`src/rtl/board_ram_arbiter_if.sv`:
```
// Bus bundle between the three board-RAM masters, the arbiter and the RAM port.
// Per-master request/address/data lanes in, grant and routed read data out.
interface board_ram_arbiter_if;
  logic [2:0] req;
  logic [7:0] addr0, addr1, addr2;
  logic       wren0, wren1, wren2;
  logic [5:0] data0, data1, data2;
  logic [2:0] gnt;
  logic [7:0] ram_addr;
  logic       ram_wren;
  logic [5:0] ram_data;
  logic [5:0] ram_q;
  logic [5:0] rd_data;
  logic [2:0] rd_valid;
  logic       err;

  modport slave (
    input  req, addr0, addr1, addr2, wren0, wren1, wren2,
           data0, data1, data2, ram_q,
    output gnt, ram_addr, ram_wren, ram_data, rd_data, rd_valid, err
  );

  modport master (
    output req, addr0, addr1, addr2, wren0, wren1, wren2,
           data0, data1, data2, ram_q,
    input  gnt, ram_addr, ram_wren, ram_data, rd_data, rd_valid, err
  );
endinterface

```
`src/rtl/board_ram_arbiter.sv`:
```
// Round-robin arbiter sharing the single-port board RAM between clear engine,
// game logic and display reader; registers the RAM port and routes read data back.
module board_ram_arbiter #(
  parameter int RAM_DEPTH  = 250,
  parameter int RD_LATENCY = 1,
  parameter int MAX_HOLD   = 0
) (
  input logic               clk,
  input logic               reset,
  board_ram_arbiter_if.slave bus
);

  typedef enum logic [1:0] {IDLE, OWN, GAP} state_t;

  localparam int         HOLD_W = (MAX_HOLD < 2) ? 1 : $clog2(MAX_HOLD + 1);
  localparam logic [8:0] DEPTH  = 9'(RAM_DEPTH);

  state_t            state, state_nxt;
  logic [1:0]        owner, last_owner, pick;
  logic [1:0]        cand0, cand1, cand2;
  logic              pick_valid, take, beat;
  logic [HOLD_W-1:0] hold_cnt;
  logic              hold_last;
  logic [7:0]        sel_addr;
  logic              sel_wren;
  logic [5:0]        sel_data;
  logic              own_req, in_range;
  logic [2:0]        rd_pipe [RD_LATENCY+1];

  function automatic logic [2:0] onehot(input logic [1:0] id);
    return 3'b001 << id;
  endfunction

  // Search order starts just after the last owner, so a master that keeps
  // requesting still yields to the others.
  // NOTE: every always_comb output gets a default first; a path that leaves one
  // unassigned would infer a latch.
  always_comb begin
    cand0 = 2'd0;
    cand1 = 2'd1;
    cand2 = 2'd2;
    case (last_owner)
      2'd0: begin cand0 = 2'd1; cand1 = 2'd2; cand2 = 2'd0; end
      2'd1: begin cand0 = 2'd2; cand1 = 2'd0; cand2 = 2'd1; end
      default: ;
    endcase
    pick_valid = |bus.req;
    if (bus.req[cand0])      pick = cand0;
    else if (bus.req[cand1]) pick = cand1;
    else                     pick = cand2;
  end

  always_comb begin
    sel_addr = bus.addr0;
    sel_wren = bus.wren0;
    sel_data = bus.data0;
    case (owner)
      2'd1: begin sel_addr = bus.addr1; sel_wren = bus.wren1; sel_data = bus.data1; end
      2'd2: begin sel_addr = bus.addr2; sel_wren = bus.wren2; sel_data = bus.data2; end
      default: ;
    endcase
  end

  assign own_req   = bus.req[owner];
  assign in_range  = {1'b0, sel_addr} < DEPTH;
  assign hold_last = (MAX_HOLD != 0) && (hold_cnt == HOLD_W'(MAX_HOLD - 1));

  always_comb begin
    state_nxt = state;
    take      = 1'b0;
    beat      = 1'b0;
    case (state)
      OWN: begin
        if (!own_req) begin
          state_nxt = GAP;
        end else begin
          beat = 1'b1;
          if (hold_last) state_nxt = GAP;
        end
      end
      default: begin
        if (pick_valid) begin
          state_nxt = OWN;
          take      = 1'b1;
        end else begin
          state_nxt = IDLE;
        end
      end
    endcase
  end

  // NOTE: state registers use non-blocking assignments so every flop samples
  // pre-edge values regardless of statement order.
  always_ff @(posedge clk or posedge reset) begin
    if (reset) begin
      state        <= IDLE;
      owner        <= 2'd0;
      last_owner   <= 2'd2;
      hold_cnt     <= '0;
      bus.gnt      <= '0;
      bus.ram_addr <= '0;
      bus.ram_wren <= 1'b0;
      bus.ram_data <= '0;
      bus.err      <= 1'b0;
    end else begin
      state        <= state_nxt;
      bus.ram_wren <= beat & sel_wren & in_range;
      bus.err      <= beat & ~in_range;
      if (beat) begin
        bus.ram_addr <= sel_addr;
        bus.ram_data <= sel_data;
        hold_cnt     <= hold_cnt + 1'b1;
      end
      if (take) begin
        owner      <= pick;
        last_owner <= pick;
        bus.gnt    <= onehot(pick);
        hold_cnt   <= '0;
      end else if (state_nxt != OWN) begin
        bus.gnt <= '0;
      end
    end
  end

  // Read-owner pipeline: tags each in-range read beat with its issuer so data
  // returning after a regrant still reaches the right master.
  // NOTE: this small tag pipeline is reset so a reset drops in-flight reads;
  // bulk storage would normally be left unreset.
  always_ff @(posedge clk or posedge reset) begin
    if (reset) begin
      for (int i = 0; i <= RD_LATENCY; i++) rd_pipe[i] <= '0;
    end else begin
      rd_pipe[0] <= (beat && !sel_wren && in_range) ? onehot(owner) : 3'b000;
      for (int i = 1; i <= RD_LATENCY; i++) rd_pipe[i] <= rd_pipe[i-1];
    end
  end

  assign bus.rd_valid = rd_pipe[RD_LATENCY];
  assign bus.rd_data  = bus.ram_q;

endmodule
```
`src/flat_wrapper.sv`:
```
// flat-port wrapper written by rule: the top's interface ports become plain ports
module board_ram_arbiter_flat 
#(
  parameter int RAM_DEPTH  = 250,
  parameter int RD_LATENCY = 1,
  parameter int MAX_HOLD   = 0
)
  (clk, reset, bus_req, bus_addr0, bus_addr1, bus_addr2, bus_wren0, bus_wren1, bus_wren2, bus_data0, bus_data1, bus_data2, bus_ram_q, bus_gnt, bus_ram_addr, bus_ram_wren, bus_ram_data, bus_rd_data, bus_rd_valid, bus_err);
  board_ram_arbiter_if bus_i ();
  input logic clk;
  input logic reset;
  input wire logic [$bits(bus_i.req)-1:0] bus_req;
  input wire logic [$bits(bus_i.addr0)-1:0] bus_addr0;
  input wire logic [$bits(bus_i.addr1)-1:0] bus_addr1;
  input wire logic [$bits(bus_i.addr2)-1:0] bus_addr2;
  input wire logic [$bits(bus_i.wren0)-1:0] bus_wren0;
  input wire logic [$bits(bus_i.wren1)-1:0] bus_wren1;
  input wire logic [$bits(bus_i.wren2)-1:0] bus_wren2;
  input wire logic [$bits(bus_i.data0)-1:0] bus_data0;
  input wire logic [$bits(bus_i.data1)-1:0] bus_data1;
  input wire logic [$bits(bus_i.data2)-1:0] bus_data2;
  input wire logic [$bits(bus_i.ram_q)-1:0] bus_ram_q;
  output wire logic [$bits(bus_i.gnt)-1:0] bus_gnt;
  output wire logic [$bits(bus_i.ram_addr)-1:0] bus_ram_addr;
  output wire logic [$bits(bus_i.ram_wren)-1:0] bus_ram_wren;
  output wire logic [$bits(bus_i.ram_data)-1:0] bus_ram_data;
  output wire logic [$bits(bus_i.rd_data)-1:0] bus_rd_data;
  output wire logic [$bits(bus_i.rd_valid)-1:0] bus_rd_valid;
  output wire logic [$bits(bus_i.err)-1:0] bus_err;
  assign bus_i.req = bus_req;
  assign bus_i.addr0 = bus_addr0;
  assign bus_i.addr1 = bus_addr1;
  assign bus_i.addr2 = bus_addr2;
  assign bus_i.wren0 = bus_wren0;
  assign bus_i.wren1 = bus_wren1;
  assign bus_i.wren2 = bus_wren2;
  assign bus_i.data0 = bus_data0;
  assign bus_i.data1 = bus_data1;
  assign bus_i.data2 = bus_data2;
  assign bus_i.ram_q = bus_ram_q;
  assign bus_gnt = bus_i.gnt;
  assign bus_ram_addr = bus_i.ram_addr;
  assign bus_ram_wren = bus_i.ram_wren;
  assign bus_ram_data = bus_i.ram_data;
  assign bus_rd_data = bus_i.rd_data;
  assign bus_rd_valid = bus_i.rd_valid;
  assign bus_err = bus_i.err;
  board_ram_arbiter #(.RAM_DEPTH(RAM_DEPTH), .RD_LATENCY(RD_LATENCY), .MAX_HOLD(MAX_HOLD)) u_core (.clk(clk), .reset(reset), .bus(bus_i));
endmodule
```
`config.mk`:
```
export PLATFORM = sky130hd
export DESIGN_NAME = board_ram_arbiter_flat
export DESIGN_NICKNAME = d
export VERILOG_FILES = /design/src/rtl/board_ram_arbiter_if.sv /design/src/rtl/board_ram_arbiter.sv /design/src/flat_wrapper.sv
export SDC_FILE = /design/constraint.sdc
export NUM_CORES = 1
export LEC_CHECK = 0
export BUFFER_PORTS_ARGS = -buffer_cell sky130_fd_sc_hd__buf_2
export CAP_MARGIN = 40
export CORE_MARGIN = 3
export CORE_UTILIZATION = 49
export CTS_CLUSTER_SIZE = 30
export DETAILED_ROUTE_END_ITERATION = 12
export PLACE_DENSITY = 0.85
export SYNTH_ARGS = -nofsm -noshare
export SYNTH_HDL_FRONTEND = slang
export SYNTH_SLANG_ARGS = --single-unit
```
`constraint.sdc`:
```
create_clock -name clk -period 4.2 [get_ports clk]
set_input_delay 0.84 -clock clk [delete_from_list [all_inputs] [get_ports clk]]
set_output_delay 0.84 -clock clk [all_outputs]
set_load 0.01 [all_outputs]
```
# Yosys cells after proc, flatten, opt, wreduce, memory -nomap -nowiden
# Cells that the tools add are included.
dict set report word_totals {
  in_bits 56
  ff_bits 31
  out_inout_bits 28
}
dict set report op_classes {
  shift 2
  mux 24
  reduce_logical 6
  bitwise 4
  eq_ne 5
  order_cmp 4
}
# operator n
set ops {}
lappend ops {{$pmux W8 S2} 1}
lappend ops {{$pmux W2 S2} 3}
lappend ops {{$pmux W6 S2} 1}
lappend ops {{$lt A2 B3 Y1 const B} 3}
lappend ops {{$mux W3} 3}
lappend ops {{$lt A8 B8 Y1 const B} 1}
lappend ops {{$mux W1} 8}
lappend ops {{$mux W2} 4}
lappend ops {{$bmux W1 S2} 3}
lappend ops {{$eq A2 B1 Y1 const B} 3}
lappend ops {{$shl A1 B2 Y3 const A} 2}
lappend ops {{$and A1 B1 Y1} 3}
lappend ops {{$reduce_or A3 Y1} 1}
lappend ops {{$eq A2 B2 Y1 const B} 1}
lappend ops {{$logic_and A1 B1 Y1} 2}
lappend ops {{$logic_not A2 Y1} 1}
lappend ops {{$ne A2 B1 Y1 const B} 1}
lappend ops {{$pmux W1 S2} 1}
lappend ops {{$reduce_bool A2 Y1} 1}
lappend ops {{$logic_not A1 Y1} 1}
lappend ops {{$not A1 Y1} 1}

# Depth between registers and ports, before layout
# Gate-level depths: netlist (run 1).
dict set report depth {
  depth_word 8
  depth_mapped 8
}

# Worst setup path before layout (run 1)
# OpenSTA, ideal clock, no wires.
dict set report synth_timing {
  path_kind {input to register}
  start {input port bus_req[2]}
  end {register u_core.bus.ram_addr[0]}
  t_arrival_ps 1912
  stages 7
  setup_ps 125
  slack_ps 2163
  t_required_ps 4075
  path_cell_list {buf_6 -> mux2i_1 -> o21ai_2 -> and2_4 -> buf_6 -> buf_12 -> mux2_4}
}
dict set report synth_between {
  elab_chain_len 4
}
# item line
set synth_lines {}
lappend synth_lines {{start, declared} flat_wrapper.sv:12} ;# input wire logic [$bits(bus_i.req)-1:0] bus_req;
lappend synth_lines {{$bmux W1 S2} board_ram_arbiter.sv:64} ;# assign own_req = bus.req[owner];
lappend synth_lines {{$mux W1 (implied by the code)} board_ram_arbiter.sv:64}
lappend synth_lines {{$mux W1} board_ram_arbiter.sv:74} ;# if (!own_req) begin
lappend synth_lines {{$mux W1} board_ram_arbiter.sv:72} ;# case (state)
lappend synth_lines {{end signal, assigned} board_ram_arbiter.sv:110} ;# bus.ram_addr <= sel_addr;
lappend synth_lines {{end, declared} board_ram_arbiter_if.sv:20} ;# output gnt, ram_addr, ram_wren, ram_data, rd_data, rd_valid, err
# Every way passes these cells. The select of a mux whose other input is x is not followed.
# A chain may end at the register's enable or synchronous reset.

==> impl_metrics.py, run 1 <==
metrics = {
    "sta": {
        "fin_crit_ns": 2.36,
        "final_max_slew_viol_count": 0,
        "min_period_over_period_pct": 56.2,
        "finalHoldViolCount": 0,
        "tightest_slew_ns": 0.821,
        "rsz0062_at_grt": "false",
        "fin_setup_tns_ns": 0,
        "finalSetupViolations": 0,
        "slew_headroom_pct": 45.3,
        "finClkSkew_ns": 0.00920,
        "fmax_mhz": 424,
        "hold_slack_ns": 0.354,
    },
    "cells_and_area": {
        "nets": 272,
        "mostFrequentLayoutCells": "buf_2 (71), dfrtp_1 (29), nor2_1 (19), a21oi_1 (19), a22oi_1 (14)",
        "drive_above_1_share_pct": 45.8,
        "mostFrequentLayoutCell": "buf_2",
        "n_antenna_cell": 0,
        "areaGrowthSynthToFinish_pct": 19.6,
        "fin_area_mm2": 0.00199,
        "final_core_util_pct": 63.0,
    },
    "worst_setup_path": {
        "cp-end-kind": "flop",
        "cp_num_buf_inv": 1,
        "crit_path_max_fanout": 29,
        "crit_family": "adder cells",
        "start_kind": "flop",
        "slowest_delay_ns": 0.84,
        "worstSetupPathType": "flop to flop",
        "required_ns": 4.46,
        "crit_arrival_ns": 2.62,
        "rrSetupSlack_ns": 1.84,
        "path_cells": "inv_1 -> ha_1 -> nor2_1 -> a21oi_1 -> and4_1 -> and3_2",
        "slowest_stage": "ha_1",
    },
    "synthesis": {
        "yosysWarnings": 0,
        "seq_area_frac_synth_pct": 45.3,
        "synth_area_leader_cell": "dfrtp_1",
        "syn_area_mm2": 0.00166,
        "synth_top_area_share_pct": 43.7,
        "avgSynthCellArea_um2": 10.7,
        "syn_nets": 215,
        "netlist_instances": 156,
        "synthTopCellsByArea": "dfrtp_1 (44%), a22oi_1 (6.3%), a21oi_1 (5.7%)",
        "synth.distinct_cells": 37,
        "ys_ff_latch": 30,
    },
    "floorplanning": {
        "row_count": 20,
        "core_mm2": 0.00315,
        "start_util_pct": 52.7,
        "die_h_um": 64.2,
        "io_pins": 84,
        "die_w_um": 64.2,
        "fp.dieArea_mm2": 0.00413,
    },
    "placement": {
        "portBuffers": 71,
        "dpl_cell_area_mm2": 0.00193,
        "gp_congestion": 0.842,
        "dp_hpwl_mm": 2.72,
    },
    "cts": {
        "clk_pin_slew_worst_paths_ns": 0.08,
        "cts.sink_count": 30,
        "cts_tree": "yes",
        "cts_resized": 0,
        "clk_latency_ns": 0.32,
        "postCtsHoldBufs": 0,
        "numCtsBuffers": 5,
        "htree_levels": 2,
        "cts_setup_buffers": 0,
        "cts.path.max_buffers": 2,
        "cts-root-buf": "clkbuf_4",
    },
    "power_and_ir_drop": {
        "p_leak_nw": 0.997,
        "p_per_area_mw_per_mm2": 766,
        "ir_drop_mv": 0.377,
        "power.total_w": 0.00152,
    },
    "global_routing": {
        "grt_antenna_before_repair": 0,
        "grt_pass1_vias": 1185,
        "gr-total-overflow": 0,
        "grt_max_degree": 30,
        "grt_pass1_wl_mm": 5.60,
        "grtUsageTotal_pct": 17.6,
    },
    "detailed_routing": {
        "drt-wirelength-per-cell_um": 13.7,
        "routed_via_density": 5.21,
        "ant_nets": 0,
        "firstDrtPassIters": 4,
        "drt_iter0_markers": 40,
        "drc": 0,
        "wl_mm": 3.53,
        "dr_total_vias": 1343,
    },
    "job": {
        "drv_cap": 0,
    },
    "worst_hold_path": {
        "min_path_type": "flop to flop",
    },
    "run_status": {
        "status": "finished clean",
    },
}
[synthesized netlist by cell type]
| cell | count |
|---|---|
| dfrtp_1 | 29 |
| a21oi_1 | 19 |
| nor2_1 | 19 |
| a22oi_1 | 14 |
| buf_4 | 9 |
| mux2_2 | 8 |
| mux2_4 | 6 |
| clkbuf_1 | 5 |
| a32o_1 | 3 |
| buf_6 | 3 |
| ha_1 | 3 |
| inv_1 | 3 |
| mux2i_1 | 3 |
| nand4_1 | 3 |
| buf_2 | 2 |
| nand2_1 | 2 |
| nand3b_1 | 2 |
| nor2b_1 | 2 |
| o21ai_0 | 2 |
| o22ai_1 | 2 |
| a211oi_1 | 1 |
| a22o_1 | 1 |
| and2_4 | 1 |
| and2b_2 | 1 |
| and3_2 | 1 |
| and4_1 | 1 |
| buf_12 | 1 |
| clkbuf_8 | 1 |
| dfstp_2 | 1 |
| dlygate4sd1_1 | 1 |
| nand2b_1 | 1 |
| nor3_1 | 1 |
| o211ai_1 | 1 |
| o21a_1 | 1 |
| o21ai_2 | 1 |
| o21bai_1 | 1 |
| o31ai_1 | 1 |
[state kept, by name (all words and copies together) (netlist names)]
name	cells
u_core.bus.gnt	3
u_core.owner	1
u_core.bus.rd_valid	3
u_core.bus.err	1
u_core.rd_pipe	3
u_core.state	2
u_core.bus.ram_data	6
u_core.bus.ram_wren	1
u_core.bus.ram_addr	8
u_core.last_owner	2
[routing by layer]
layer | vias to the layer above | GRT usage [%] | routed length, um
met5 | - | 0 | 0
met4 | 0 | 5.54 | 51
met3 | 6 | 5.10 | 208
met2 | 43 | 27.0 | 1750
met1 | 630 | 23.8 | 1520
li1 | 664 | - | -
[final cells by class]
type	count	area, um^2
clock buffer	7	55.1
clock inverter	1	5.00
fill	283	1170
inverter	3	11.3
multi-input combinational	101	726
sequential	30	752
tap	44	55.1
timing repair buffer	72	383
[cell families (layout without fill, tap and decap cells)]
group / after synthesis / count (layout) / share of synthesized area [%]
multiplexers: 17 / 17 / 12.7
AND/OR/NAND/NOR: 34 / 34 / 10.2
adder cells (fa/ha/maj): 3 / 3 / 2.26
buffers and inverters: 25 / 83 / 11.1
flip-flops: 30 / 30 / 45.3
AO/OA/AOI/OAI: 47 / 47 / 18.5
[worst paths after layout]
kind	start	endpoint	cells after the start
hold / removal	u_core.rd_pipe[3]	u_core.bus.rd_valid[0]	0
max in group asynchronous	reset	u_core.last_owner[1]	3
setup / recovery	u_core.last_owner[0]	u_core.bus.err	6
setup reg to reg	u_core.last_owner[0]	u_core.bus.err	6
hold reg to reg	u_core.rd_pipe[3]	u_core.bus.rd_valid[0]	0
min in group asynchronous	reset	u_core.bus.ram_data[4]	2
[through the flow]
stage	cells	setup slack [ns]
after CTS	258	1.87
after floorplan	156	2.16
after detailed placement	250	1.88
after global placement	249	1.91
final	258	1.84
after global routing	258	1.63
[power breakdown]
part	internal [W]	switching, W
combinational	0.000397	0.000462
clock	0.0000810	0.0000905
sequential	0.000414	0.0000779
(Power assumes the default switching activity.)
==> inputs of run 2 (changes only) <==
ABC_AREA = 1   (was default)
CORE_UTILIZATION = 46   (was 49)
PLACE_DENSITY = 0.8   (was 0.85)
clock period = 2.4 ns   (was 4.2 ns; I/O delays follow)
==> impl_metrics.py, run 2 <==
metrics = {
    "run_status": {
        "status": "finished clean",
    },
    "cells_and_area": {
        "final_cells": 316,
        "drive_above_1_share_pct": 38.1,
        "reg.largest.list": "u_core.bus.ram_addr (8), u_core.bus.ram_data (6)",
        "largest_register_ffs": 8,
        "n_antenna_cell": 0,
        "mostFrequentLayoutCell": "buf_2",
        "nets": 328,
        "mostFrequentLayoutCells": "buf_2 (71), nand2_1 (59), dfrtp_1 (29)",
        "areaGrowthSynthToFinish_pct": 21.8,
        "max_flop_register": "u_core.bus.ram_addr",
    },
    "detailed_routing": {
        "m1WireLength_mm": 1.66,
        "dr_total_vias": 1536,
        "ant_nets": 0,
        "wl_met2_mm": 1.86,
        "drt_iter0_markers": 82,
        "drc": 0,
        "routed_via_density": 4.86,
        "firstDrtPassIters": 4,
        "drt-wirelength-per-cell_um": 12.0,
        "wl_met3_um": 183,
        "maxUsedRoutingLayer": "met4",
        "wl_mm": 3.78,
    },
    "global_routing": {
        "grt_pass1_wl_mm": 6.21,
        "grt_max_degree": 31,
        "gr-total-overflow": 0,
        "grtUsageTotal_pct": 18.5,
        "grt_pass1_vias": 1389,
        "grt_antenna_before_repair": 0,
    },
    "synthesis": {
        "synthTopCellsByArea": "dfrtp_1 (42%), nand2_1 (13%), nand3_1 (7.0%)",
        "ys_ff_latch": 30,
        "synth_top_area_share_pct": 42.2,
        "synth_mux_area_share_pct": 0,
        "syn_nets": 267,
        "seq_area_frac_synth_pct": 43.7,
        "yosys.area_share.simple_pct": 31.6,
        "synthFlopType": "dfrtp_1",
        "yosysWarnings": 0,
        "synth_area_leader_cell": "dfrtp_1",
        "synth-compound-area-share_pct": 10.0,
        "post-synth-top-count-cell": "nand2_1",
        "syn_area_mm2": 0.00172,
        "synthTopCellsByCount": "nand2_1 (59), dfrtp_1 (29), nand3_1 (24)",
        "avgSynthCellArea_um2": 8.27,
        "synth_fa_ha_area_share_pct": 2.18,
        "synth_xor_area_share_pct": 0,
        "synth_edf_count": 0,
        "synthArstFlopShare_pct": 100,
        "synth.distinct_cells": 26,
        "synth_top_family_by_area": "simple AND/OR/NAND/NOR gates",
        "netlist_instances": 208,
    },
    "sta": {
        "finClkSkew_ns": 0.00283,
        "hold_slack_ns": 0.253,
        "fmax_mhz": 494,
        "tightest_slew_ns": 0.595,
        "final_max_slew_viol_count": 0,
        "slew_headroom_pct": 60.3,
        "min_period_over_period_pct": 84.3,
        "finalSetupViolations": 0,
        "fin_crit_ns": 2.02,
        "finalHoldViolCount": 0,
        "fin_setup_tns_ns": 0,
        "rsz0062_at_grt": "false",
    },
    "cts": {
        "cts_setup_buffers": 0,
        "numCtsBuffers": 5,
        "postCtsHoldBufs": 0,
        "clk_latency_ns": 0.28,
        "cts_tree": "yes",
        "cts.path.max_buffers": 2,
        "cts.sink_count": 30,
        "cts_resized": 0,
        "clk_pin_slew_worst_paths_ns": 0.06,
        "htree_levels": 2,
        "cts-root-buf": "clkbuf_8",
    },
    "placement": {
        "dp_hpwl_mm": 2.90,
        "dp.cells": 308,
        "gp_congestion": 0.863,
        "portBuffers": 71,
    },
    "floorplanning": {
        "start_util_pct": 49.6,
        "die_h_um": 67.2,
        "die_w_um": 67.2,
        "io_pins": 84,
        "fp.dieArea_mm2": 0.00451,
        "row_count": 21,
        "core_mm2": 0.00347,
    },
    "worst_setup_path": {
        "cp-end-kind": "flop",
        "start_kind": "flop",
        "r2r_start": "u_core.last_owner[0]",
        "required_ns": 2.57,
        "rrSetupSlack_ns": 0.38,
        "crit_arrival_ns": 2.19,
        "crit_path_max_fanout": 22,
        "rr_worst_depth": 8,
        "worstSetupPathType": "flop to flop",
        "path_cells": "inv_2 -> ha_1 -> or2_2 -> nand2_1 -> nor2_1 -> nand2_2 -> o21bai_4 -> nor2_2",
        "reg2reg_to": "u_core.rd_pipe[4]",
        "slowest_delay_ns": 0.66,
        "slowest_stage": "ha_1",
    },
    "power_and_ir_drop": {
        "ir_drop_mv": 0.573,
        "p_per_area_mw_per_mm2": 1350,
        "p_leak_nw": 1.12,
    },
    "job": {
        "drv_cap": 0,
    },
    "worst_hold_path": {
        "min_path_type": "input pin to asynchronous set/reset pin",
    },
}
==> run 2: changes by cell type after synthesis, moves of 5 or more <==
cell | previous run | this run
a21oi_1 | 19 | 0
a22oi_1 | 14 | 0
clkbuf_1 | 5 | 0
inv_1 | 3 | 12
mux2_2 | 8 | 0
mux2_4 | 6 | 0
nand2_1 | 2 | 59
nand2_2 | 0 | 6
nand3_1 | 0 | 24
nor2_1 | 19 | 2
nor2_2 | 0 | 5
o21ai_0 | 2 | 11
o21ai_1 | 0 | 14
or2_1 | 0 | 6
==> run 2: cell families (layout without fill, tap and decap cells) <==
group | after synthesis | in the layout
flops | 30 | 30
simple gates | 112 | 112
buf+inv | 33 | 95
compound gates | 30 | 30
fa+ha+maj | 3 | 3
==> run 2: layout make-up <==
class,instances,area (um^2)
Clock buffer,5,68.8
Sequential cell,30,752
Inverter,14,52.6
Multi-Input combinational cell,145,754
Timing Repair Buffer,73,370
Fill cell,323,1370
Clock inverter,3,40.0
Tap cell,46,57.6
==> run 2: through the flow <==
| step | setup WS [ns] | instance area, um^2 | power, W | util, % |
|---|---|---|---|---|
| global placement | 0.469 | 1990 | 0.00232 | 57.3 |
| floorplan | 0.794 | 1720 | 0.00211 | - |
| global route | 0.157 | 2100 | 0.00312 | 60.4 |
| detailed placement | 0.383 | 1990 | 0.00236 | 57.3 |
| CTS | 0.377 | 2100 | 0.00286 | 60.4 |
| finish | 0.377 | 2100 | 0.00284 | 60.4 |
==> run 2: worst max path at each step <==
stage,start,end,slack (ns),depth (start not counted)
final,u_core.last_owner[0],u_core.rd_pipe[4],0.38,8
after global routing,u_core.last_owner[0],u_core.rd_pipe[4],0.16,9
after CTS,u_core.last_owner[0],u_core.rd_pipe[4],0.38,8
after detailed placement,u_core.last_owner[0],u_core.rd_pipe[4],0.38,8
after global placement,u_core.last_owner[0],u_core.rd_pipe[3],0.47,8
after floorplan,u_core.last_owner[0],u_core.rd_pipe[3],0.79,8
==> run 2: layer usage <==
metal  GRT usage [%]  up-vias
li1                -      782
met1            23.6      700
met5               0        -
met2            29.9       46
met3            3.99        8
met4            8.35        0
==> run 2: report_power, final <==
group	switching (W)	internal, W
clock	0.000186	0.000305
sequential	0.0000987	0.000716
combinational	0.000956	0.000575
total	0.00124	0.00160
==> run 2: critical path: cells and delay by family, from the launching register on <==
| kind | cells | cell delay, ns |
|---|---|---|
| buffers and inverters | 1 | 0.09 |
| AOI/OAI and AO/OA | 1 | 0.17 |
| and+or+nand+nor | 5 | 0.57 |
| adders and majority gates | 1 | 0.66 |
| DFF | 1 | 0.42 |
